<file path="src/rtl/pattern_match_unit.sv">
// rtl/pattern_match_unit.sv - byte-serial pattern matcher with sticky match flag and 4-phase handshake
module pattern_match_unit #(
    parameter int DATA_W = 64
) (
    input  logic              clk,
    input  logic              reset,
    input  logic [DATA_W-1:0] data,
    input  logic [15:0]       control,
    input  logic              data_ready,
    output logic              data_accepted,
    output logic              pattern_accepted
);

    typedef enum logic [1:0] {
        IDLE = 2'd0,
        SCAN = 2'd1,
        ACK  = 2'd2
    } state_t;

    localparam logic [1:0] OP_LOAD  = 2'b01;
    localparam logic [1:0] OP_MATCH = 2'b10;
    localparam logic [1:0] OP_CLEAR = 2'b11;

    state_t            r_state;
    state_t            w_next_state;
    logic [DATA_W-1:0] r_cmd_data;
    logic [2:0]        r_byte_idx;
    logic [63:0]       r_pattern;
    logic [3:0]        r_len;
    logic [63:0]       r_hist;
    logic [3:0]        r_valid;
    logic              r_data_accepted;
    logic              r_pattern_accepted;

    logic [7:0]        w_shift_byte;
    logic [63:0]       w_hist_next;
    logic [3:0]        w_valid_next;
    logic [63:0]       w_bad;
    logic              w_match;
    logic              w_unused;

    assign w_unused = ^control[10:0];

    always_ff @(posedge clk or negedge reset) begin
        if (!reset) begin
            r_state <= IDLE;
        end else begin
            r_state <= w_next_state;
        end
    end

    always_comb begin
        w_next_state = r_state;
        case (r_state)
            IDLE: begin
                if (data_ready) begin
                    w_next_state = (control[15:14] == OP_MATCH) ? SCAN : ACK;
                end
            end
            SCAN: begin
                if (r_byte_idx == 3'd7) begin
                    w_next_state = ACK;
                end
            end
            ACK: begin
                if (!data_ready) begin
                    w_next_state = IDLE;
                end
            end
            default: w_next_state = IDLE;
        endcase
    end

    // History byte k is the byte shifted in k shifts ago (byte 0 = newest).
    assign w_shift_byte = r_cmd_data[{r_byte_idx, 3'b000} +: 8];
    assign w_hist_next  = {r_hist[55:0], w_shift_byte};
    assign w_valid_next = (r_valid == 4'd8) ? 4'd8 : r_valid + 4'd1;

    // Pattern byte j must sit at history position L-1-j, i.e. k + j + 1 == L.
    for (genvar k = 0; k < 8; k++) begin : g_pos
        for (genvar j = 0; j < 8; j++) begin : g_pat
            assign w_bad[k*8+j] = (r_len == 4'(k + j + 1)) &&
                                  (w_hist_next[k*8 +: 8] != r_pattern[j*8 +: 8]);
        end
    end

    assign w_match = (w_valid_next >= r_len) && !(|w_bad);

    always_ff @(posedge clk or negedge reset) begin
        if (!reset) begin
            r_cmd_data         <= '0;
            r_byte_idx         <= 3'd0;
            r_pattern          <= '0;
            r_len              <= 4'd1;
            r_hist             <= '0;
            r_valid            <= 4'd0;
            r_data_accepted    <= 1'b0;
            r_pattern_accepted <= 1'b0;
        end else begin
            r_data_accepted <= (w_next_state == ACK);
            case (r_state)
                IDLE: begin
                    if (data_ready) begin
                        r_cmd_data <= data;
                        r_byte_idx <= 3'd0;
                        case (control[15:14])
                            OP_LOAD: begin
                                r_pattern          <= data[63:0];
                                r_len              <= {1'b0, control[13:11]} + 4'd1;
                                r_hist             <= '0;
                                r_valid            <= 4'd0;
                                r_pattern_accepted <= 1'b0;
                            end
                            OP_CLEAR: begin
                                r_hist             <= '0;
                                r_valid            <= 4'd0;
                                r_pattern_accepted <= 1'b0;
                            end
                            default: ;
                        endcase
                    end
                end
                SCAN: begin
                    r_hist     <= w_hist_next;
                    r_valid    <= w_valid_next;
                    r_byte_idx <= r_byte_idx + 3'd1;
                    if (w_match) begin
                        r_pattern_accepted <= 1'b1;
                    end
                end
                default: ;
            endcase
        end
    end

    assign data_accepted    = r_data_accepted;
    assign pattern_accepted = r_pattern_accepted;

endmodule

</file>
<file path="config.mk">
export PLATFORM = sky130hd
export DESIGN_NAME = pattern_match_unit
export DESIGN_NICKNAME = d
export VERILOG_FILES = /design/src/rtl/pattern_match_unit.sv
export SDC_FILE = /design/constraint.sdc
export NUM_CORES = 1
export LEC_CHECK = 0
export BUFFER_PORTS_ARGS = -buffer_cell sky130_fd_sc_hd__buf_2
export CAP_MARGIN = 20
export CELL_PAD_IN_SITES_DETAIL_PLACEMENT = 1
export CELL_PAD_IN_SITES_GLOBAL_PLACEMENT = 1
export CORE_MARGIN = 10
export CORE_UTILIZATION = 45
export CTS_CLUSTER_DIAMETER = 50
export CTS_CLUSTER_SIZE = 24
export DETAILED_ROUTE_END_ITERATION = 7
export HOLD_SLACK_MARGIN = 0.08
export PLACE_DENSITY_LB_ADDON = 0.1
export SYNTH_ARGS = -nofsm -noshare
export SYNTH_HDL_FRONTEND = slang
export SYNTH_SLANG_ARGS = --single-unit
</file>
<file path="constraint.sdc">
create_clock -name clk -period 6.1 [get_ports clk]
set_clock_uncertainty 0.1 [all_clocks]
set_input_delay 0 -clock clk [delete_from_list [all_inputs] [get_ports clk]]
set_output_delay 0 -clock clk [all_outputs]
set_load 0.05 [all_outputs]
</file>
==> impl_metrics.csv <==
group,metric,value,unit
run_status,outcome,"completed",
clocking,cts.sink_count,199,
floorplanning,die_width,198.8,um
critical_path,r2r_slack,2560,ps
critical_path,cp-start-kind,"register",
timing,timing.fmax,0.2828,GHz
logic_synthesis,ys_warn_count,0,
logic_synthesis,synth_enable_flop_cells,0,
logic_synthesis,synth.distinct_cells,47,
placed_design,placed_cell_area,0.01484,mm^2
detailed_routing,wl_per_cell,31.03,um
critical_path,startpoint,"r_byte_idx[2]",
logic_synthesis,synth_mux_area_frac,0.08570,
detailed_routing,ant_nets,0,
critical_path,worst_r2r_path_depth,8,
clocking,clk_pin_slew_worst_paths,90,ps
critical_path,rr_endpoint,"pattern_accepted",
timing,rsz0062_at_grt,"no",
critical_path,path_max_fanout,18,
floorplanning,rows,65,
detailed_routing,vias,12315,
timing,finalSetupTns,0,ps
placed_design,dp_hpwl,41430,um
power_and_ir_drop,vdd_ir_drop_max,0.0002453,V
layout,fillers,3479,
logic_synthesis,synth_fp_nets,1622,
detailed_routing,drc_errors,0,
critical_path,endpoint,"pattern_accepted",
detailed_routing,avgViaCountPerCell,6.151,
floorplanning,pin_count,85,
critical_path,cp-end-kind,"register",
placed_design,gp_congestion,1.005,
power_and_ir_drop,p_comb_frac,0.412,
clocking,post_cts_buffers,0,
timing,whs,173.9,ps
power_and_ir_drop,switchingPower,0.003065,W
timing,setup_violations,0,
timing,worst_pin_slew,1001,ps
timing,slew_violations,0,
layout,drive_above_1_share,0.1394,
critical_path,critPathArrivalTime,3840,ps
power_and_ir_drop,p_leak,6.835,nW
logic_synthesis,synth_top_family_by_area,"XOR/XNOR gates",
logic_synthesis,synth_area,0.01438,mm^2
clocking,cts_resized,0,
timing,final-hold-violation-count,0,
logic_synthesis,yosys.area_share.simple,0.1456,
logic_synthesis,syn_area_per_cell,9.400,um^2
layout,seqCellArea,0.004981,mm^2
layout,area_growth_syn_to_layout,14.77,%
clocking,htreeDepth,4,
grt,grt_max_degree,163,
clocking,clock_latency,470,ps
grt,grt_usage,0.3176,
logic_synthesis,ys_seq_area_frac,0.3464,
floorplanning,core_area,0.03156,mm^2
worst_hold_path,hp-class,"in -> reg",
floorplanning,floorplan.die_area,0.03951,mm^2
power_and_ir_drop,switching_share,0.4593,
floorplanning,fp.dieH,198.8,um
job,cap_violations,0,
detailed_routing,drtIter0Drc,1054,
layout,multiInputGateArea,0.008770,mm^2
timing,period_needed,3536,ps
logic_synthesis,synth-compound-area-share,0.05925,
clocking,clock_path_buffers,2,
clocking,clock_tree.root_cell,"clkbuf_16",
clocking,cts_tree,"built",
grt,grt_pass1_vias,12848,
logic_synthesis,async_flop_share,1.000,
grt,antenna_found_initial,1,
layout,nets,1679,
grt,overflow,0,
timing,post-route-period-util,0.5796,
critical_path,worstPathRequired,6410,ps
logic_synthesis,syn_inst,1530,
logic_synthesis,yosys.area_share.adder,0.007830,
placed_design,io_buffers,73,
clocking,numCtsBuffers,17,
critical_path,critPathKind,"reg -> reg",
critical_path,worstReg2RegStart,"r_byte_idx[2]",
power_and_ir_drop,cellPowerDensity,404.3,mW/mm^2
placed_design,dp.cells,1865,
logic_synthesis,synth_xor_area_frac,0.3100,
layout,diodes,0,
power_and_ir_drop,clock_power_share,0.180,
logic_synthesis,ys_ff_latch,199,
power_and_ir_drop,seqPwrFrac,0.408,
floorplanning,initial_utilization,0.4557,
timing,slew_headroom,0.3326,
layout,final_area,0.01651,mm^2
grt,grt_pass1_wl,90530,um
power_and_ir_drop,cell_internal_pwr,0.003608,W
detailed_routing,firstDrtPassIters,5,
detailed_routing,finalWirelength,62130,um
logic_synthesis,synthFlopType,"dfrtp_1",
layout,fin_cells,2002,
==> registers in the layout, summed over array words and instances, names as in the netlist <==
| signal | cells |
|---|---|
| r_state | 2 |
| r_byte_idx | 3 |
| r_len | 4 |
| r_valid | 4 |
| r_pattern | 64 |
| pattern_accepted | 1 |
| r_cmd_data | 64 |
| data_accepted | 1 |
| r_hist | 56 |
==> metrics by stage <==
step | worst slack [ps] | utilization | power (W)
after floorplan | 3352 | - | 0.004342
after global placement | 2585 | 0.4703 | 0.005255
after detailed placement | 2562 | 0.4703 | 0.005346
after CTS | 2539 | 0.5231 | 0.006625
after global routing | 2359 | 0.5231 | 0.007004
final | 2564 | 0.5231 | 0.006673
==> cells in the mapped netlist, types with 2 or more instances <==
cell type    n  area share
o22ai_1      6      0.0026
o22a_1       2      0.0012
dfrtp_1    198        0.34
a21oi_1      7      0.0024
ha_1         9      0.0078
clkinv_1     3     0.00078
nand2b_1     4      0.0017
nand2_1    222       0.058
nor2b_1      2     0.00087
clkbuf_1   150       0.039
mux4_1       3      0.0055
inv_1        4      0.0010
a31oi_1      5      0.0022
xnor2_1    328        0.20
mux4_2       9       0.014
a21o_1       2      0.0010
o21ai_0     30       0.010
mux2_2      68       0.053
or2_2        2     0.00087
nor3b_1      2      0.0010
and3_1       2     0.00087
mux2i_4      6      0.0094
nand4_1     85       0.037
nor3_1      10      0.0035
a22oi_1      2      0.0010
buf_1        8      0.0021
xor2_1     181        0.11
nor4_1      57       0.025
a22o_1      52       0.032
or3_1        4      0.0017
nor2_1      19      0.0050
mux2i_1      5      0.0035
buf_2        4      0.0014
nand3_1     23      0.0080
o2111ai_1    4      0.0024
==> per-layer routing <==
metal,GRT usage,share of wire,vias up
met4,0.1421,0.044,2
met2,0.5166,0.47,533
met1,0.4099,0.42,6377
met5,0,0.00018,-
met3,0.04714,0.061,163
li1,-,-,5240
==> power by group through the flow <==
| stage | Combinational (W) | Clock (W) | Sequential (W) |
|---|---|---|---|
| global route | 0.00301 | 0.00128 | 0.00272 |
| finish | 0.00275 | 0.00120 | 0.00272 |
| global placement | 0.00256 | 0 | 0.00270 |
| floorplan | 0.00262 | 0 | 0.00172 |
| detailed placement | 0.00264 | 0 | 0.00270 |
| CTS | 0.00272 | 0.00123 | 0.00268 |
==> critical path, cell delays in order (launching register included) <==
cell       delay (ps)
dfrtp_1           890
mux4_2            460
mux2i_4           450
xor2_1            190
nand3_1            90
nor4_1            400
o2111ai_1         150
nor4_1            470
a32o_2            250
==> placed cells by master, fill, tap and decap left out, types with 3 or more instances in the layout <==
cell type	instances
o2111ai_1	4
o22ai_1	6
nor2_1	18
mux4_2	9
nor4_1	57
a21oi_1	7
buf_2	72
o21ai_0	30
clkbuf_16	17
xor2_1	181
mux2i_1	5
ha_1	9
buf_4	22
nand2b_1	4
clkinv_1	3
nand3_1	23
dlygate4sd3_1	104
nor3_1	10
or3_1	4
a22o_1	52
inv_6	5
nand2_1	222
mux4_1	3
nand4_1	85
mux2_2	68
xnor2_1	328
inv_1	4
clkinv_8	3
dfrtp_1	198
mux2i_4	6
a31oi_1	5
==> how the worst min path moves through the flow <==
| stage | start | endpoint | slack (ps) | cells past startpoint |
|---|---|---|---|---|
| 2_1_floorplan | reset | data_accepted | -400 | 0 |
| 3_3_place_gp | reset | r_valid[2] | -170 | 1 |
| 3_5_place_dp | reset | r_valid[2] | -160 | 1 |
| 4_1_cts | control[11] | r_len[0] | 140 | 3 |
| 5_1_grt | data[8] | r_pattern[8] | 180 | 4 |
| 6_report | data[8] | r_pattern[8] | 170 | 4 |
==> area by class of cell <==
cell class,count,share of cell area
Clock buffer,17,0.02577
Multi-Input combinational cell,1161,0.5313
Clock inverter,15,0.01092
Inverter,7,0.001592
Sequential cell,199,0.3018
Tap cell,402,0.03047
Timing Repair Buffer,201,0.09817
==> cells by family (layout without fill, tap and decap cells) <==
family,count (synthesis),count (layout)
flip-flops,199,199
XOR/XNOR,509,509
AO/OA/AOI/OAI,116,116
AND/OR/NAND/NOR,436,436
multiplexers,91,91
buffers and inverters,170,240
adder cells (fa/ha/maj),9,9
==> timing repair <==
item	4_1_cts	5_1_grt
hold buffers	105	0
setup endpoints to repair	0	0
endpoints found under the hold margin	334	0
No activity file was read; power rests on OpenSTA's default activity.
